**src/rtl/mux_scan_reg_if.sv**
```systemverilog
// Channel bus for mux_scan_reg: N packed channel inputs and controls in,
// registered sample with its channel index and valid flag out.
interface mux_scan_reg_if #(
    parameter int unsigned N = 8,
    parameter int unsigned W = 1
);
    localparam int unsigned SW = $clog2(N);

    logic [N*W-1:0] w;
    logic [SW-1:0]  S;
    logic           Mode;
    logic           Load;
    logic           Ready;
    logic [W-1:0]   f;
    logic [SW-1:0]  Ch;
    logic           Valid;

    modport master (
        output w, S, Mode, Load, Ready,
        input  f, Ch, Valid
    );

    modport slave (
        input  w, S, Mode, Load, Ready,
        output f, Ch, Valid
    );
endinterface

```
**src/rtl/mux_scan_reg.sv**
```systemverilog
// N-channel mux with a registered output stage: manual capture on Load or
// auto-scan with a dwell counter, holding each sample until Ready.
module mux_scan_reg #(
    parameter int unsigned N     = 8,
    parameter int unsigned W     = 1,
    parameter int unsigned DWELL = 4
) (
    input  logic            Clock,
    input  logic            Resetn,
    mux_scan_reg_if.slave   bus
);
    localparam int unsigned SW = $clog2(N);
    localparam int unsigned CW = 8;

    typedef enum logic {
        ST_IDLE = 1'b0,
        ST_OUT  = 1'b1
    } state_e;

    state_e         state_q, state_d;
    logic [W-1:0]   f_q, f_d;
    logic [SW-1:0]  ch_q, ch_d;
    logic [SW-1:0]  ptr_q, ptr_d;
    logic [CW-1:0]  cnt_q, cnt_d;
    logic           mode_q;

    logic [SW-1:0]  sel_c;
    logic [CW-1:0]  cnt_eff_c;
    logic [W-1:0]   man_data_c;
    logic [W-1:0]   scan_data_c;

    // Out-of-range selects clamp to the last channel.
    always_comb begin
        sel_c       = bus.S;
        man_data_c  = '0;
        scan_data_c = '0;
        if (32'(bus.S) >= N) begin
            sel_c = SW'(N - 1);
        end
        for (int i = 0; i < N; i++) begin
            if (sel_c == SW'(i)) begin
                man_data_c = bus.w[i*W +: W];
            end
            if (ptr_q == SW'(i)) begin
                scan_data_c = bus.w[i*W +: W];
            end
        end
    end

    // A Mode edge restarts the dwell; the edge cycle itself is dwell cycle 0.
    always_comb begin
        state_d   = state_q;
        f_d       = f_q;
        ch_d      = ch_q;
        ptr_d     = ptr_q;
        cnt_d     = cnt_q;
        cnt_eff_c = (bus.Mode != mode_q) ? '0 : cnt_q;

        unique case (state_q)
            ST_IDLE: begin
                if (!bus.Mode) begin
                    cnt_d = '0;
                    if (bus.Load) begin
                        f_d     = man_data_c;
                        ch_d    = sel_c;
                        state_d = ST_OUT;
                    end
                end else if (cnt_eff_c == CW'(DWELL - 1)) begin
                    f_d     = scan_data_c;
                    ch_d    = ptr_q;
                    ptr_d   = (ptr_q == SW'(N - 1)) ? '0 : ptr_q + SW'(1);
                    cnt_d   = '0;
                    state_d = ST_OUT;
                end else begin
                    cnt_d = cnt_eff_c + CW'(1);
                end
            end
            ST_OUT: begin
                cnt_d = '0;
                if (bus.Ready) begin
                    state_d = ST_IDLE;
                end
            end
            default: begin
                state_d = ST_IDLE;
            end
        endcase
    end

    always_ff @(posedge Clock) begin
        if (!Resetn) begin
            state_q <= ST_IDLE;
            f_q     <= '0;
            ch_q    <= '0;
            ptr_q   <= '0;
            cnt_q   <= '0;
            mode_q  <= 1'b0;
        end else begin
            state_q <= state_d;
            f_q     <= f_d;
            ch_q    <= ch_d;
            ptr_q   <= ptr_d;
            cnt_q   <= cnt_d;
            mode_q  <= bus.Mode;
        end
    end

    assign bus.f     = f_q;
    assign bus.Ch    = ch_q;
    assign bus.Valid = (state_q == ST_OUT);

endmodule

```
**src/flat_wrapper.sv**
```systemverilog
// flat-port wrapper written by rule: the top's interface ports become plain ports
module mux_scan_reg_flat 
#(
    parameter int unsigned N     = 8,
    parameter int unsigned W     = 1,
    parameter int unsigned DWELL = 4
)
  (Clock, Resetn, bus_w, bus_S, bus_Mode, bus_Load, bus_Ready, bus_f, bus_Ch, bus_Valid);
  mux_scan_reg_if #(.N(N), .W(W)) bus_i ();
  input  logic Clock;
  input  logic Resetn;
  input wire logic [$bits(bus_i.w)-1:0] bus_w;
  input wire logic [$bits(bus_i.S)-1:0] bus_S;
  input wire logic [$bits(bus_i.Mode)-1:0] bus_Mode;
  input wire logic [$bits(bus_i.Load)-1:0] bus_Load;
  input wire logic [$bits(bus_i.Ready)-1:0] bus_Ready;
  output wire logic [$bits(bus_i.f)-1:0] bus_f;
  output wire logic [$bits(bus_i.Ch)-1:0] bus_Ch;
  output wire logic [$bits(bus_i.Valid)-1:0] bus_Valid;
  assign bus_i.w = bus_w;
  assign bus_i.S = bus_S;
  assign bus_i.Mode = bus_Mode;
  assign bus_i.Load = bus_Load;
  assign bus_i.Ready = bus_Ready;
  assign bus_f = bus_i.f;
  assign bus_Ch = bus_i.Ch;
  assign bus_Valid = bus_i.Valid;
  mux_scan_reg #(.N(N), .W(W), .DWELL(DWELL)) u_core (.Clock(Clock), .Resetn(Resetn), .bus(bus_i));
endmodule
```
**config.mk**
```make
export PLATFORM = sky130hd
export DESIGN_NAME = mux_scan_reg_flat
export DESIGN_NICKNAME = d
export VERILOG_FILES = /design/src/rtl/mux_scan_reg_if.sv /design/src/rtl/mux_scan_reg.sv /design/src/flat_wrapper.sv
export SDC_FILE = /design/constraint.sdc
export NUM_CORES = 1
export LEC_CHECK = 0
export CAP_MARGIN = 40
export CORE_MARGIN = 2
export CORE_UTILIZATION = 53
export DETAILED_ROUTE_END_ITERATION = 10
export MAX_ROUTING_LAYER = met4
export PLACE_DENSITY = 0.83
export REMOVE_ABC_BUFFERS = 1
export SYNTH_ARGS = -nofsm -noshare
export SYNTH_HDL_FRONTEND = slang
export SYNTH_SLANG_ARGS = --single-unit
```
**constraint.sdc**
```tcl
create_clock -name Clock -period 5.93 [get_ports Clock]
set_clock_uncertainty 0.05 [all_clocks]
set_input_delay 1.186 -clock Clock [delete_from_list [all_inputs] [get_ports Clock]]
set_output_delay 1.186 -clock Clock [all_outputs]
set_load 0.03 [all_outputs]
```
== Word level (Yosys, flattened, before mapping) ==
Cells that the tools add are included.

* Register bits: 17
* Input bits: 16
* Logic and storage cells: 63

* $add $sub $neg: 2
* Equality and inequality tests: 17
* Multiplexer cells: 32
* Bitwise operators: 1
* Reductions and logical operators: 5

{| class="wikitable"
|+ Operators with widths
! kind !! number
|-
| $eq 3x3->1 const B || 8
|-
| $mux 8 || 3
|-
| $mux 1 || 23
|-
| $pmux 8 s2 || 1
|-
| $eq 3x2->1 const B || 4
|-
| $mux 3 || 4
|-
| $add 8x1->8 const B || 1
|-
| $eq 8x2->1 const B || 1
|-
| $eq 3x1->1 const B || 2
|-
| $logic_not 3->1 || 2
|-
| $reduce_and 3->1 || 2
|-
| $add 3x1->3 const B || 1
|-
| $ne 2x1->1 const B || 1
|-
| $pmux 1 s2 || 1
|-
| $reduce_bool 2->1 || 1
|-
| $ne 1x1->1 || 1
|-
| $not 1->1 || 1
|}

== Depth between registers and ports, before layout ==
* Depth after elaboration: 11
* Mapped depth: 8
* Gate-level depth less buffers: 7

== Worst setup path after synthesis ==
OpenSTA, ideal clock, no wires.

* Path kind: input -> register
* Start point: input port bus_Mode
* End point: register u_core.f_q, in the netlist u_core.bus.f
* Setup time: 0.119 ns
* Data arrival time: 2.826 ns
* Data required time: 5.761 ns
* Slack: 2.935 ns
* Stages: 8
* Cells stage by stage: clkbuf_1 > xnor2_1 > and2_1 > ha_1 > nand2_1 > o31ai_4 > o21ai_1 > o221a_1

* Word-level cells in the longest chain between the ends: 5
* Elaborated cells on any way between the ends: 7
* Classes of those cells: eq/ne (3); mux (2); reduce/logical (2)

{| class="wikitable"
|+ RTL lines
! element !! RTL line !! source
|-
| start: declaration || flat_wrapper.sv:14 || <nowiki>input wire logic [$bits(bus_i.Mode)-1:0] bus_Mode;</nowiki>
|-
| $ne 1x1->1 || mux_scan_reg.sv:57 || <nowiki>cnt_eff_c = (bus.Mode != mode_q) ? '0 : cnt_q;</nowiki>
|-
| $mux 8 || mux_scan_reg.sv:57 ||
|-
| $eq 8x2->1 || mux_scan_reg.sv:68 || <nowiki>end else if (cnt_eff_c == CW'(DWELL - 1)) begin</nowiki>
|-
| $ne 2x1->1 (no line) || -- ||
|-
| $reduce_and 3->1 (no line) || -- ||
|-
| end signal: assignment || mux_scan_reg.sv:93 || <nowiki>f_q <= '0;</nowiki>
|-
| end signal: assignment || mux_scan_reg.sv:100 || <nowiki>f_q <= f_d;</nowiki>
|-
| end: declaration || mux_scan_reg.sv:21 || <nowiki>logic [W-1:0] f_q, f_d;</nowiki>
|}

Parallel ways exist; a longest one is shown, timed or not.
A chain may end at the register's enable or synchronous reset.

== Final worst setup path ==
Same ends and word-level chain as after synthesis.

==> flow_summary.json <==
{
  "cts_hold_buffers": 0,
  "dieWidth_um": 47.43,
  "path_buf_inv": 1,
  "firstDrtPassIters": 4,
  "ant_nets": 0,
  "slowest_stage": "clkdlybuf4s50_1",
  "totalPowerFinal_uw": 220.5,
  "clock_path_buffers": 2,
  "use_met1_pct": 28.17,
  "nets": 157,
  "synth_top_area_cell": "dfxtp_1",
  "synthFlopType": "dfxtp_1",
  "dp_cells": 154,
  "cp-startpoint": "bus_Mode",
  "final_cells": 158,
  "required_ns": 6.09,
  "grt_max_degree": 11,
  "netlist_area_um2": 999.7,
  "clock_latency_ns": 0.30,
  "drt-initial-drc-count": 15,
  "core_mm2": 0.001745,
  "relSlewSlack_pct": 73.42,
  "start_util_pct": 57.28,
  "clock_sinks": 17,
  "maxCapViolCount": 0,
  "dieArea_mm2": 0.002250,
  "grt_setup_unrepaired": "false",
  "post-dp-hpwl_mm": 1.660,
  "grt_busiest_layer": "met2",
  "drive_gt1_share_pct": 6.767,
  "hold_viol": 0,
  "slowest_delay_ns": 0.61,
  "grt_util_met2_pct": 34.59,
  "drv_slew": 0,
  "grt_pass1_wl_mm": 3.456,
  "grt_usage_pct": 23.77,
  "timing.final.crit_share_pct": 55.26,
  "dpl_cell_area_mm2": 0.001224,
  "syn_area_per_cell_um2": 9.006,
  "final_area_mm2": 0.001251,
  "portBuffers": 20,
  "place.gp.congestion": 0.8617,
  "worstPathMaxFanout": 10,
  "cts.reportedPaths.clkPinSlew_ns": 0.10,
  "async_flop_share_pct": 0,
  "synth_cell_types": 32,
  "cts_inserted_buffers": 3,
  "yosysSeqAreaShare_pct": 34.04,
  "hp-start": "u_core.bus.Ch[1]",
  "synth.top_cell.area_share_pct": 34.04,
  "wirelength_mm": 2.044,
  "multi_input_area_um2": 629.4,
  "avgRoutedWirePerCell_um": 12.94,
  "syn_to_final_growth_pct": 25.16,
  "start_kind": "input port",
  "antennaDiodeCount": 0,
  "outcome": "finished, final reports clean",
  "tightest_slew_ns": 0.3975,
  "power_density_mw_per_mm2": 176.2,
  "ctsResizeCount": 0,
  "rr_startpoint": "u_core.cnt_q[2]",
  "fmax_ghz": 0.3051,
  "arrival_ns": 3.43,
  "peakVddDrop_uv": 175.3,
  "dieHeight_um": 47.43,
  "viasPerCell": 5.437,
  "cts_tree": "built",
  "synth_edf_count": 0,
  "hold_class": "register to register",
  "finalSetupTns_ns": 0,
  "grt_overflow": 0,
  "final.min_clock_period_ns": 3.277,
  "ys_seq_elements": 17,
  "rows": 15,
  "yosys_warnings": 0,
  "synth_area_leaders": "dfxtp_1 34%, ha_1 8.8%, xor2_1 5.3%",
  "crit_chain": "clkdlybuf4s50_1 > xnor2_1 > and2_1 > ha_1 > nand2_1 > o31ai_4 > o21ai_1 > o221a_1",
  "ios": 21,
  "vias": 859,
  "antenna_found_initial": 0,
  "nFillCells": 142,
  "drcViolationCount": 0,
  "synth_cells": 111,
  "grt_pass1_vias": 789,
  "ff_latch_area_um2": 340.3,
  "htree_levels": 1,
  "met3_usage_pct": 8.302,
  "cts_setup_buffers": 0,
  "setup_viol": 0,
  "leakage_nw": 0.5174,
  "path_delay_family": "compound AO/OA/AOI/OAI gates",
  "crit_type": "input port to register",
  "worst_slack_ns": 2.653,
  "post-place-ws_ns": 2.331,
  "end_kind": "register",
  "cts_root_buf": "clkbuf_4"
}
-- final cells by class --
type,instances,share of cell area (%)
Clock inverter,1,0.4000
Timing Repair Buffer,20,16.00
Sequential cell,17,27.20
Clock buffer,3,1.800
Inverter,6,1.800
Multi-Input combinational cell,86,50.30
Tap cell,25,2.500
-- cell usage after synthesis (2+ instances only) --
cell and instances:
dfxtp_1 17, nor2_1 13, nand2_1 12, ha_1 7, inv_1 6, xor2_1 6, mux2i_1 5, a21oi_1 4
o211a_1 4, nand3_1 3, nor2b_1 3, nor3_1 3, a31oi_1 2, and2_1 2, clkbuf_1 2, mux4_2 2
nor3b_1 2, o21a_1 2, o21ai_0 2, xnor2_1 2
-- path summary, 6_finish.rpt --
path                                         end  slack (ns)  cells after the start
worst max-delay path                u_core.bus.f        2.65                      8
worst min-delay path            u_core.bus.Ch[1]        0.47                      1
worst max register to register      u_core.bus.f        3.83                      5
worst min register to register  u_core.bus.Ch[1]        0.47                      1
-- cell families (layout without fill, tap and decap cells) --
group	Yosys count	count (layout)	synth area share, %
AOI/OAI and AO/OA	19	19	15.27
xor gates and xnor gates	8	8	7.009
adders and majority gates	7	7	8.761
buffers and inverters	8	30	3.004
DFF	17	17	34.04
muxes	7	7	9.512
and+or+nand+nor	45	45	22.40
-- metrics by stage --
stage               utilization (%)  hold WS (ns)
finish                        71.68        0.4663
global route                  71.68        0.4880
CTS                           71.68        0.4678
detailed placement            70.11        0.4373
global placement              70.11        0.4372
floorplan                         -        0.4240
-- layout by cell type (no fill, tap or decap) --
master	count
clkdlybuf4s50_1	20
dfxtp_1	17
nor2_1	13
nand2_1	12
ha_1	7
inv_1	6
xor2_1	6
mux2i_1	5
o211a_1	4
a21oi_1	4
nor3_1	3
nor2b_1	3
nand3_1	3
clkbuf_4	3
xnor2_1	2
and2_1	2
o21ai_0	2
nor3b_1	2
o21a_1	2
a31oi_1	2
mux4_2	2
or4_1	1
nand3b_1	1
o31a_1	1
o31ai_4	1
nor3_2	1
nand2b_1	1
o311ai_0	1
o21ai_1	1
o221a_1	1
nand4b_1	1
and3_2	1
nand4_1	1
clkinv_2	1
-- layer usage --
metal | wire length [um] | part of all wire, %
met5 | 0 | 0
met1 | 951 | 47
met2 | 927 | 45
met4 | 52 | 2.5
met3 | 113 | 5.5
-- state kept, by name (all words and copies together), names as in the netlist --
signal            count
u_core.cnt_q          8
u_core.bus.Ch         3
u_core.ptr_q          3
u_core.bus.Valid      1
u_core.bus.f          1
u_core.mode_q         1
-- power by group --
| group | switching [mW] | internal (mW) |
|---|---|---|
| Clock | 0.0373 | 0.0252 |
| Combinational | 0.0173 | 0.0208 |
| Sequential | 0.00252 | 0.117 |
| Total | 0.0571 | 0.163 |
Note: power is estimated with default switching activity, not from simulation.
==> patch 1 (same flow settings) <==
`N` is set to 8 in 3 places; all go to 32.
--- a/src/rtl/mux_scan_reg_if.sv
+++ b/src/rtl/mux_scan_reg_if.sv
@@ -1,7 +1,7 @@
 // Channel bus for mux_scan_reg: N packed channel inputs and controls in,
 // registered sample with its channel index and valid flag out.
 interface mux_scan_reg_if #(
-    parameter int unsigned N = 8,
+    parameter int unsigned N = 32,
     parameter int unsigned W = 1
 );
     localparam int unsigned SW = $clog2(N);
--- a/src/rtl/mux_scan_reg.sv
+++ b/src/rtl/mux_scan_reg.sv
@@ -1,7 +1,7 @@
 // N-channel mux with a registered output stage: manual capture on Load or
 // auto-scan with a dwell counter, holding each sample until Ready.
 module mux_scan_reg #(
-    parameter int unsigned N     = 8,
+    parameter int unsigned N     = 32,
     parameter int unsigned W     = 1,
     parameter int unsigned DWELL = 4
 ) (
--- a/src/flat_wrapper.sv
+++ b/src/flat_wrapper.sv
@@ -1,7 +1,7 @@
 // flat-port wrapper written by rule: the top's interface ports become plain ports
 module mux_scan_reg_flat 
 #(
-    parameter int unsigned N     = 8,
+    parameter int unsigned N     = 32,
     parameter int unsigned W     = 1,
     parameter int unsigned DWELL = 4
 )
Ports: changed (resized bus_Ch, bus_S and bus_w); port bits go from 21 to 49. The function was not compared with the original's and may differ.
==> patch 1 against the unedited design <==
Synthesized area rose by 98%. Via count rose by 140%. Total power up 53%. Sequential cell count is 4 higher. Maximum frequency down 16%. Worst setup slack got worse by 0.63 ns. Non-clock buffer count up 28. Global-route usage rose by 3.5 points. Wire length increased to 2.7 times the old value. Cell area increased by 98%. Combinational power is 150% higher. Synthesized cell count grew 140%. Largest cell class unchanged.
==> patch 1: results (changes against the unedited design) <==
qor: placed_design.detailedPlacementHpwl 3.992 mm [+140%]
qor: power_and_ir_drop.vdd.ir_drop.worst 0.0001151 V [-34%]
qor: drt.route.vias.total 2088 [+140%]
qor: run_status.status finished clean
qor: placed_design.gp_congestion 0.9477 [+10%]
qor: setup_path.largest_incremental_delay_on_the_critical_path 0.68 ns [+0.07 ns]
qor: setup_path.worst-r2r-cell-count 8 [+3]
qor: clock_network.clk-insertion-delay-late 0.26 ns [-0.04 ns]
qor: final_layout.drive_gt1_share 3.300% [-3.5 points]
qor: global_routing.grt_util_met1 37.94% [+9.8 points]
qor: worst_hold_path.hold_path_end u_core.bus.Ch[2]
qor: global_routing.gr-usage-met2 43.30% [+8.7 points]
qor: global_routing.grtUsageMet3 3.767% [-4.5 points]
qor: logic_synthesis.share_of_synthesized_area_occupied_by_flip_flops_and_latches 21.25% [-13 points]
qor: logic_synthesis.netlist_top_cells_area sky130_fd_sc_hd__dfxtp_1 21%, sky130_fd_sc_hd__nand2_1 5.5%, sky130_fd_sc_hd__mux2i_1 4.6%
qor: setup_path.crit_fanout 13 [+3]
qor: global_routing.grt_pass1_vias 1912 [+140%]
qor: power_and_ir_drop.clock_power_share 28.7% [+0.4 points]
qor: worst_hold_path.worst_hold_start u_core.bus.Ch[2]
qor: clock_network.clock_transition_at_the_registers_of_the_reported_paths 0.08 ns [-0.02 ns]
qor: final_layout.fillCellCount 335 [+140%]
qor: logic_synthesis.post_synth_most_frequent_cells 29 x sky130_fd_sc_hd__nand2_1, 24 x sky130_fd_sc_hd__nor2_1, 21 x sky130_fd_sc_hd__dfxtp_1
qor: power_and_ir_drop.seq_power 0.000148 W [+23%]
qor: power_and_ir_drop.total_power 0.0003381 W [+53%]
qor: logic_synthesis.post_synth_num_cell_types 54 [+69%]
[patch 1: cell types whose count changed in the layout (fill, tap and decap cells not counted), moves of 5 or more]
cell                              unedited run  this run
sky130_fd_sc_hd__nand2_1                    12        29
sky130_fd_sc_hd__nor2_1                     13        24
sky130_fd_sc_hd__o211ai_1                    0         5
sky130_fd_sc_hd__a211oi_1                    0         8
sky130_fd_sc_hd__o21ai_0                     2        16
sky130_fd_sc_hd__nand2b_1                    1         8
sky130_fd_sc_hd__inv_1                       6        11
sky130_fd_sc_hd__and3_1                      0         5
sky130_fd_sc_hd__a21oi_1                     4        14
sky130_fd_sc_hd__nand3_1                     3        11
sky130_fd_sc_hd__a31oi_1                     2         7
sky130_fd_sc_hd__clkdlybuf4s50_1            20        48
sky130_fd_sc_hd__nor2b_1                     3         9
[patch 1: cell type report]
cell class | count | area [µm²] | area share (%)
inverter | 11 | 41.29 | 1.669
timing repair buffer | 48 | 480.5 | 19.42
clock buffer | 4 | 45.04 | 1.821
tap | 48 | 60.06 | 2.428
multi-input combinational | 219 | 1426 | 57.66
sequential | 21 | 420.4 | 17.00
[patch 1: logic make-up after synthesis]
kind of cell    after synthesis  share of synthesized area (%)
flops                        21                          21.25
mux                          12                          7.590
xor+xnor                      7                          3.099
buf+inv                      29                          6.642
compound gates               81                          27.77
fa+ha+maj                     7                          4.427
simple gates                112                          29.22
[patch 1: metrics by stage]
stage	setup WS [ns]	hold WS (ns)	util (%)	instances
global route	1.573	0.4720	68.08	351
floorplan	2.900	0.4492	-	251
finish	2.025	0.4562	68.08	351
detailed placement	1.740	0.4393	66.84	347
global placement	1.911	0.4337	66.84	347
CTS	2.010	0.4580	68.08	351
[patch 1: metal layers]
metal	wire length (µm)	part of all wire, %
met1	2445	45
met5	0	0
met3	434	8.0
met4	62	1.1
met2	2479	46
==> patch 2 (same settings) <==
Made on the original files. Make the reset (`Resetn`) asynchronous in one clocked block.
--- a/src/rtl/mux_scan_reg.sv
+++ b/src/rtl/mux_scan_reg.sv
@@ -87,7 +87,7 @@
         endcase
     end
 
-    always_ff @(posedge Clock) begin
+    always_ff @(posedge Clock or negedge Resetn) begin
         if (!Resetn) begin
             state_q <= ST_IDLE;
             f_q     <= '0;
Formal check against the unedited RTL: differs if Resetn is asserted again (counterexample within 4 cycles, from zero or initial values and one cycle with Resetn low); with Resetn held inactive, the same outputs for 10 cycles.
==> patch 2 against the unedited design <==
Cell area rose by 4.4%. Worst setup slack improved by 0.22 ns. Critical path depth fell by 1. Synthesized area rose by 6.4%. Critical endpoint is now u_core.bus.f. Sequential cell count did not move. Total power rose by 18%. Non-clock buffer count did not move. Global-route usage fell by 2.1 points. Wire length rose by 8.6%. Highest routed layer unchanged. First-iteration DRC count fell by 80%.
==> patch 2: results (changes against the unedited design) <==
qor: run_status.status finished clean
qor: setup_path.crit_fanout 9 [-1]
qor: global_routing.wire_length_of_the_first_global_routing_pass 3.767 mm [+9.0%]
qor: drt.dr.pass1.iters 3 [-1]
qor: power_and_ir_drop.clock_power_share 23.6% [-4.7 points]
qor: logic_synthesis.muxShareOfSynthArea 8.941% [-0.57 points]
qor: placed_design.detailedPlacementHpwl 1.819 mm [+9.6%]
qor: global_routing.grt_pass1_vias 917 [+16%]
qor: drt.met3RoutedLength 56 µm [-50%]
qor: placed_design.placed_cells_incl_taps 153 [-0.65%]
qor: logic_synthesis.synth-compound-area-share 14.00% [-1.3 points]
qor: logic_synthesis.synth_async_sr_flop_share 100.0% [+100 points]
qor: setup_path.largest_incremental_delay_on_the_critical_path 0.69 ns [+0.08 ns]
qor: global_routing.global_route.usage.total 21.67% [-2.1 points]
qor: logic_synthesis.syn-instance-count 108 [-2.7%]
qor: global_routing.grt_util_met1 19.08% [-9.1 points]
qor: drt.met2RoutedLength 1.294 mm [+40%]
qor: logic_synthesis.synth-adder-area-share 8.235% [-0.53 points]
qor: global_routing.largest_net_degree_at_the_start_of_global_routing 18 [+7]
qor: drt.routedLengthMet1 808 µm [-15%]
qor: power_and_ir_drop.seq_power 0.000131 W [+9%]
qor: final_layout.fillCellCount 150 [+5.6%]
qor: global_routing.gr-usage-met2 44.75% [+10 points]
qor: setup_path.worstPathArrival 3.19 ns [-0.24 ns]
qor: setup_path.worst-r2r-cell-count 4 [-1]
qor: logic_synthesis.post_synth_num_cell_types 29 [-9.4%]
qor: drt.route.detailed.wl_per_inst 14.14 µm [+9.3%]
qor: placed_design.pre_cts_slack 2.582 ns [+0.2516 ns]
qor: drt.detailedRoute.firstIterationViolations 3 [-12]
qor: logic_synthesis.share_of_synthesized_area_occupied_by_flip_flops_and_latches 40.00% [+6.0 points]
qor: global_routing.grtUsageMet3 1.840% [-6.5 points]
qor: logic_synthesis.netlist_top_cells_area sky130_fd_sc_hd__dfrtp_1 40%, sky130_fd_sc_hd__ha_1 8.2%, sky130_fd_sc_hd__mux2i_1 4.7%
qor: placed_design.place_area 1280 µm² [+4.6%]
qor: logic_synthesis.post_synth_most_frequent_cells 17 x sky130_fd_sc_hd__dfrtp_1, 13 x sky130_fd_sc_hd__nand2_1, 12 x sky130_fd_sc_hd__nor2_1
qor: final_layout.final_cells 157 [-0.63%]
qor: power_and_ir_drop.vdd.ir_drop.worst 0.0001109 V [-37%]
qor: power_and_ir_drop.power.share.switching 29.58% [+3.7 points]
qor: drt.via_per_inst 5.503 [+1.2%]
qor: timing.worst_max_slew_pin_slew 0.7436 ns [+0.3461 ns]
==> patch 2: cell type report <==
type                            instances  area [µm²]  share of cell area [%]
Multi-Input combinational cell         83       598.1                   45.79
Inverter                                6       22.52                   1.724
Timing Repair Buffer                   20       200.2                   15.33
Sequential cell                        17       425.4                   32.57
Tap cell                               27       33.78                   2.586
Clock buffer                            4       26.28                   2.011
==> patch 2: final timing paths <==
check	from	endpoint	slack, ns
worst max-delay path	bus_Mode	u_core.bus.f	2.87
worst min-delay path	u_core.bus.Ch[2]	u_core.bus.Ch[2]	0.45
worst max register to register	u_core.cnt_q[4]	u_core.bus.f	3.97
worst min register to register	u_core.bus.Ch[2]	u_core.bus.Ch[2]	0.45
max in group asynchronous	Resetn	u_core.bus.f	4.09
min in group asynchronous	Resetn	u_core.cnt_q[2]	1.28
==> patch 2: tightest hold or removal path, stage by stage, from the launching register on <==
cell                      delay, ns
sky130_fd_sc_hd__dfrtp_1       0.35
sky130_fd_sc_hd__nand2_1       0.05
sky130_fd_sc_hd__o21ai_0       0.07
